File: config.mk
export PLATFORM = sky130hd
export DESIGN_NAME = priority_enc
export DESIGN_NICKNAME = d
export VERILOG_FILES = /design/src/rtl/prio_pkg.sv /design/src/rtl/priority_enc_core.sv /design/src/rtl/priority_enc.sv
export SDC_FILE = /design/constraint.sdc
export NUM_CORES = 1
export LEC_CHECK = 0
export BUFFER_PORTS_ARGS = -buffer_cell sky130_fd_sc_hd__buf_2
export CORE_AREA = 2 2 39 41
export CTS_BUF_LIST = sky130_fd_sc_hd__clkbuf_4 sky130_fd_sc_hd__clkbuf_8
export DETAILED_ROUTE_END_ITERATION = 16
export DIE_AREA = 0 0 41 43
export GPL_ROUTABILITY_DRIVEN = 0
export PLACE_DENSITY = 0.51
export SYNTH_ARGS = -nofsm -noshare
export SYNTH_HDL_FRONTEND = slang
export SYNTH_SLANG_ARGS = --single-unit
File: constraint.sdc
create_clock -name clk -period 1.8 [get_ports clk]
set_input_delay 0.27 -clock clk [delete_from_list [all_inputs] [get_ports clk]]
set_output_delay 0.27 -clock clk [all_outputs]
set_load 0.03 [all_outputs]
File: src/rtl/prio_pkg.sv
// prio_pkg: shared constants, types and helpers for the priority encoder.
//   PE_WIDTH  - default request vector width
//   out_w()   - index width for a given request width, never below 1
//   req_t     - request vector at the default width
//   idx_t     - encoded index at the default width
package prio_pkg;

  localparam int PE_WIDTH = 4;

  // $clog2(1) is 0, which would make a zero-width index; clamp to 1 bit.
  function automatic int out_w(input int w);
    return (w < 2) ? 1 : $clog2(w);
  endfunction

  localparam int PE_OUT_W = out_w(PE_WIDTH);

  typedef logic [PE_WIDTH-1:0] req_t;
  typedef logic [PE_OUT_W-1:0] idx_t;

endpackage

File: src/rtl/priority_enc_core.sv
// priority_enc_core: combinational MSB-priority encoder.
//   i      - request vector, bit k set means request k is active
//   idx    - index of the highest set bit (0 when i is all zeros)
//   any    - at least one bit of i is set
//   onehot - one-hot of the winning bit, zero when any=0
module priority_enc_core
  import prio_pkg::*;
#(
  parameter int WIDTH = PE_WIDTH,
  parameter int OUT_W = out_w(WIDTH)
) (
  input  logic [WIDTH-1:0] i,
  output logic [OUT_W-1:0] idx,
  output logic             any,
  output logic [WIDTH-1:0] onehot
);

  // Scan upward; each later hit overwrites earlier ones, so the highest
  // set bit is what remains after the loop.
  always_comb begin
    idx    = '0;
    any    = 1'b0;
    onehot = '0;
    for (int k = 0; k < WIDTH; k++) begin
      if (i[k]) begin
        idx       = OUT_W'(k);
        any       = 1'b1;
        onehot    = '0;
        onehot[k] = 1'b1;
      end
    end
  end

endmodule

File: src/rtl/priority_enc.sv
// priority_enc: registered MSB-priority encoder, one cycle latency.
//   clk    - clock, all state changes on the rising edge
//   rst    - synchronous active-high reset, overrides en
//   en     - capture enable, outputs hold while low
//   i      - request vector
//   o      - registered index of the highest set bit of the captured i
//   valid  - registered: captured i had at least one bit set
//   onehot - registered one-hot of the winning bit, zero when valid=0
module priority_enc
  import prio_pkg::*;
#(
  parameter int WIDTH = PE_WIDTH,
  parameter int OUT_W = out_w(WIDTH)
) (
  input  logic             clk,
  input  logic             rst,
  input  logic             en,
  input  logic [WIDTH-1:0] i,
  output logic [OUT_W-1:0] o,
  output logic             valid,
  output logic [WIDTH-1:0] onehot
);

  logic [OUT_W-1:0] idx_nxt;
  logic             any_nxt;
  logic [WIDTH-1:0] oh_nxt;

  priority_enc_core #(
    .WIDTH (WIDTH),
    .OUT_W (OUT_W)
  ) u_core (
    .i      (i),
    .idx    (idx_nxt),
    .any    (any_nxt),
    .onehot (oh_nxt)
  );

  always_ff @(posedge clk) begin
    if (rst) begin
      o      <= '0;
      valid  <= 1'b0;
      onehot <= '0;
    end else if (en) begin
      o      <= idx_nxt;
      valid  <= any_nxt;
      onehot <= oh_nxt;
    end
  end

endmodule

==> run_results.csv, run 1 <==
group,metric,value,unit
outcome,outcome,"finished, final reports clean",
detailed_routing,drt-vias-per-instance,4.33,
worst_setup_path,slowest_stage,"dfxtp_1",
place,dp_slack,0.522,ns
worst_setup_path,startpoint_type,"register",
detailed_routing,ant_nets,0,
detailed_routing,firstDrtPassIters,4,
grt,grt_pass1_wl,793,um
finish,seq_area,140,sq um
detailed_routing,drt_iter0_drc,5,
detailed_routing,wl_per_cell,9.42,um
place,placed_cells,56,
grt,grtUsageTotal,6.85,%
yosys,yosys.area.top_type,"dfxtp_1",
worst_setup_path,critPathKind,"register to output port",
worst_setup_path,r2r_cells,2,
power,powerDensity,970,nW/um^2
worst_hold_path,hold_depth,2,
yosys,muxShareOfSynthArea,3.49,%
yosys,synth_compound_area_share,17.9,%
grt,grt_pass1_vias,194,
worst_setup_path,worst-path-buf-inv,1,
clocking,cts_made_buffers,3,
clocking,cts_root_buffer,"clkbuf_4",
finish,n_fill_cell,151,
die,core_area,1380,sq um
finish,final_common_cell,"buf_2",
worst_hold_path,hold_class,"input pin to register",
worst_setup_path,end_kind,"output port",
die,start_util,20.7,%
place,dp_hpwl,431,um
worst_setup_path,rr_endpoint,"onehot[1]",
clocking,clock_sinks,7,
die,dieArea,1760,sq um
yosys,synth.top_cells.by_area,"dfxtp_1, nand2b_1, buf_4, nor2_1, inv_1",
detailed_routing,wl_met1,263,um
finish,layout_common_cells,"buf_2, dfxtp_1, nor2_1, clkbuf_4",
finish,post-route-util,27.9,%
sta,finalCritPeriodShare,57.9,%
clocking,cts_resized,0,
sta,fmax,960,MHz
detailed_routing,totalWireLength,565,um
place,io_buffers,13,
sta,rsz0062_at_grt,"false",
die,rows,14,
worst_setup_path,worstReg2RegStart,"onehot[1]",
clocking,clk_pin_slew_worst_paths,0.05,ns
worst_setup_path,critPathMaxFanout,2,
sta,period_minus_slack,1.04,ns
run,maxCapViolCount,0,
worst_setup_path,critPathRequiredTime,1.53,ns
finish,multiInputGateArea,120,sq um
yosys,synthSimpleGateAreaFrac,20.5,%
clocking,cts_tree,"built",
finish,final_nets,52,
yosys,synth_top_area_share,48.9,%
worst_setup_path,crit_arrival,0.77,ns
clocking,htreeDepth,1,
detailed_routing,wl_met3,96,um
clocking,hold_buffers,0,
sta,tightest_slew,0.202,ns
grt,grt_max_degree,13,
yosys,synth-seq-area-share,48.9,%
detailed_routing,remaining_drc_errors,0,
clocking,clock_latency,0.25,ns
sta,skew,0,ns
sta,finalSetupViolations,0,
sta,finalSetupTns,0,ns
finish,stdcell_area,387,sq um
place,place_area,357,sq um
die,die_h,43,um
worst_hold_path,min_from,"rst",
worst_hold_path,min_to,"onehot[2]",
sta,hold_viol,0,
detailed_routing,vias,260,
die,top_level_ports,14,
yosys,syn_nets,36,
worst_setup_path,worstPathCellList,"buf_2",
power,p_leak,0.000188,uW
yosys,synth_top_family_by_area,"simple AND/OR/NAND/NOR gates",
yosys,ys_types,15,
worst_setup_path,cp_top_family,"flip-flops",
worst_setup_path,max_stage_delay,0.33,ns
yosys,synth-xor-area-share,0,%
sta,fin_ws,0.759,ns
finish,final_cells,60,
yosys,syn_area,287,sq um
die,die_x,41,um
detailed_routing,wl_met2,206,um
yosys,syn_inst,29,
finish,antenna-diode-count,0,
sta,maxSlewHeadroom,86.5,%
power,irDropWorstVdd,604,uV
clocking,clockBufferDepth,2,
worst_setup_path,r2r_slack,1.07,ns
yosys,synth_warnings,0,
finish,drive_gt1_share,38.6,%
yosys,synth-adder-area-share,0,%
sta,drv_slew,0,
yosys,syn_area_per_cell,9.88,sq um
clocking,post_cts_buffers,0,
yosys,ys_ff_latch,7,
detailed_routing,top_layer,"met3",
grt,antenna_found_initial,0,
grt,overflow,0,
finish,syn2layout_area_growth,34.9,%
[stage by stage]
step                      total power [uW]  hold WS (ns)
after floorplan                        207         0.417
after global placement                 224         0.458
after detailed placement               224         0.459
after CTS                              384         0.277
after global routing                   393         0.294
final                                  375         0.283
[state kept, by name (all words and copies together), names as in the netlist]
signal	flops
valid	1
o	2
onehot	4
[worst max-delay path by stage]
| stage | cells after the start | slack, ns | from | to |
|---|---|---|---|---|
| 2_1_floorplan | 2 | 0.68 | i[3] | valid |
| 3_3_place_gp | 3 | 0.53 | en | valid |
| 3_5_place_dp | 3 | 0.52 | en | valid |
| 5_1_grt | 1 | 0.72 | onehot[3] | onehot[3] |
| 6_report | 1 | 0.76 | valid | valid |
| 4_1_cts | 1 | 0.75 | o[0] | o[0] |
[final cells by class]
class                      instances  share of cell area, %
timing repair buffer              13                   16.8
sequential                         7                   36.2
multi-input combinational         17                   31.1
inverter                           3                   2.91
clock buffer                       4                   7.77
tap                               16                   5.18
[routing by layer]
layer | track usage (%) | vias to the layer above
met5 | 0 | -
met4 | 0 | 0
met3 | 6.81 | 0
met2 | 7.81 | 15
met1 | 9.77 | 112
li1 | - | 133
[power breakdown]
part	internal [uW]	total, uW	switching [uW]	leakage [uW]
Sequential	163	167	3.49	0.0000577
Combinational	19.1	53.5	34.4	0.000111
Clock	99.5	155	55.2	0.0000184
Total	282	375	93.1	0.000188
[Yosys cell counts]
library cell	number
or4b_1	1
a41o_1	1
a311oi_1	1
a21oi_1	1
o221a_1	1
nand2b_1	3
buf_4	2
inv_1	3
a211oi_1	1
nor3b_1	1
nor2_1	4
mux2i_1	1
dfxtp_1	7
o32ai_1	1
nand3b_1	1
[cells by family after synthesis]
kind of cell | Yosys count
compound gates | 6
buf+inv | 5
flops | 7
mux | 1
simple gates | 10
Power figures use the tool's default switching activity.
==> run 2: changes to the inputs <==
- clock period: 1.8 -> 1.1 ns (I/O delays scaled with it)
==> run_results.csv, run 2 (synthesized netlist as in run 1, its figures left out) <==
group,metric,value,unit
clocking,cts_tree,"built",
sta,hold_viol,0,
sta,tightest_slew,0.215,ns
detailed_routing,wl_per_cell,9.81,um
place,placed_cells,60,
finish,final_nets,56,
die,die_h,43,um
worst_setup_path,r2r_slack,0.37,ns
worst_setup_path,end_kind,"output port",
worst_hold_path,min_to,"o[0]",
finish,syn2layout_area_growth,45.4,%
finish,largest_reg_flops,4,
clocking,cts_root_buffer,"clkbuf_4",
detailed_routing,drt-vias-per-instance,4.17,
run,maxCapViolCount,0,
worst_setup_path,startpoint_type,"register",
detailed_routing,ant_nets,0,
detailed_routing,drt_iter0_drc,4,
sta,fmax,1060,MHz
sta,period_minus_slack,0.942,ns
clocking,cts_resized,0,
worst_setup_path,max_stage_delay,0.33,ns
die,top_level_ports,14,
clocking,clk_pin_slew_worst_paths,0.05,ns
grt,overflow,0,
power,fin_total_pwr,626,uW
finish,final_common_cell,"buf_2",
die,dieArea,1760,sq um
die,die_x,41,um
worst_setup_path,worst-path-buf-inv,1,
clocking,hold_buffers,0,
grt,grtUsageTotal,8.25,%
grt,antenna_found_initial,0,
worst_setup_path,critPathKind,"register to output port",
sta,skew,0,ns
finish,n_fill_cell,149,
worst_setup_path,worstPathCellList,"buf_2",
finish,multiInputGateArea,120,sq um
worst_setup_path,rr_endpoint,"onehot[1]",
sta,finalSetupTns,0,ns
power,powerDensity,1500,nW/um^2
worst_setup_path,crit_arrival,0.78,ns
place,io_buffers,13,
die,rows,14,
clocking,cts_made_buffers,3,
grt,grt_pass1_wl,945,um
die,core_area,1380,sq um
sta,finalSetupViolations,0,
detailed_routing,firstDrtPassIters,3,
finish,antenna-diode-count,0,
finish,largestRegisters,"onehot: 4 flops, o: 2 flops, valid: 1 flops",
detailed_routing,vias,267,
worst_setup_path,cp_top_family,"flip-flops",
worst_setup_path,worstReg2RegStart,"onehot[1]",
power,p_leak,0.000207,uW
finish,final_cells,64,
worst_setup_path,cp.depth,1,
worst_hold_path,min_from,"rst",
grt,grt_max_degree,12,
worst_setup_path,r2r_cells,2,
outcome,outcome,"finished, final reports clean",
worst_setup_path,critPathRequiredTime,0.94,ns
sta,whs,0.190,ns
sta,rsz0062_at_grt,"false",
sta,drv_slew,0,
power,irDropWorstVdd,473,uV
detailed_routing,totalWireLength,628,um
clocking,clockBufferDepth,2,
die,start_util,20.7,%
detailed_routing,remaining_drc_errors,0,
clocking,htreeDepth,1,
finish,top_register,"onehot",
clocking,post_cts_buffers,0,
finish,seq_area,140,sq um
finish,layout_common_cells,"buf_2, dfxtp_1, nor2_1, clkbuf_4, buf_4",
worst_hold_path,hold_class,"input pin to register",
worst_setup_path,slowest_stage,"dfxtp_1",
worst_setup_path,critPathMaxFanout,2,
finish,drive_gt1_share,43.8,%
clocking,clock_latency,0.25,ns
grt,grt_pass1_vias,240,
sta,maxSlewHeadroom,85.6,%
clocking,clock_sinks,7,
place,dp_hpwl,507,um
worst_hold_path,hold_depth,2,
sta,finalCritPeriodShare,85.6,%
[run 2: cell count changes in the layout (fill, tap and decap cells not counted)]
cell,previous run,this run
buf_4,0,4
[run 2: routing by layer]
layer,vias up,wire (um),global-route usage [%]
li1,141,-,-
met1,114,330,12.9
met2,12,230,8.44
met3,0,67,1.57
met4,0,0,8.00
met5,-,0,0
[run 2: cell type report]
type,instances,share of cell area (%)
Sequential cell,7,33.6
Multi-Input combinational cell,17,28.8
Timing Repair Buffer,17,22.8
Clock buffer,4,7.21
Tap cell,16,4.80
Inverter,3,2.70
[run 2: how the worst max path moves through the flow]
stage	end	from	slack (ns)
3_5_place_dp	valid	i[3]	-0.05
6_report	onehot[0]	onehot[0]	0.16
4_1_cts	valid	valid	0.14
3_3_place_gp	valid	i[3]	-0.04
2_1_floorplan	valid	i[3]	0.08
5_1_grt	o[1]	o[1]	0.11
[run 2: power by group]
part | total, uW | switching [uW] | internal (uW)
Combinational | 98.6 | 58.5 | 40.2
Sequential | 273 | 6.01 | 267
Clock | 254 | 90.7 | 163
[run 2: per-stage QoR]
| stage | worst slack (ns) | util [%] | area (sq um) |
|---|---|---|---|
| 5_1_grt | 0.113 | 30.1 | 417 |
| 3_3_place_gp | -0.0394 | 27.9 | 387 |
| 3_5_place_dp | -0.0514 | 27.9 | 387 |
| 6_report | 0.158 | 30.1 | 417 |
| 4_1_cts | 0.144 | 30.1 | 417 |
| 2_1_floorplan | 0.0817 | - | 287 |
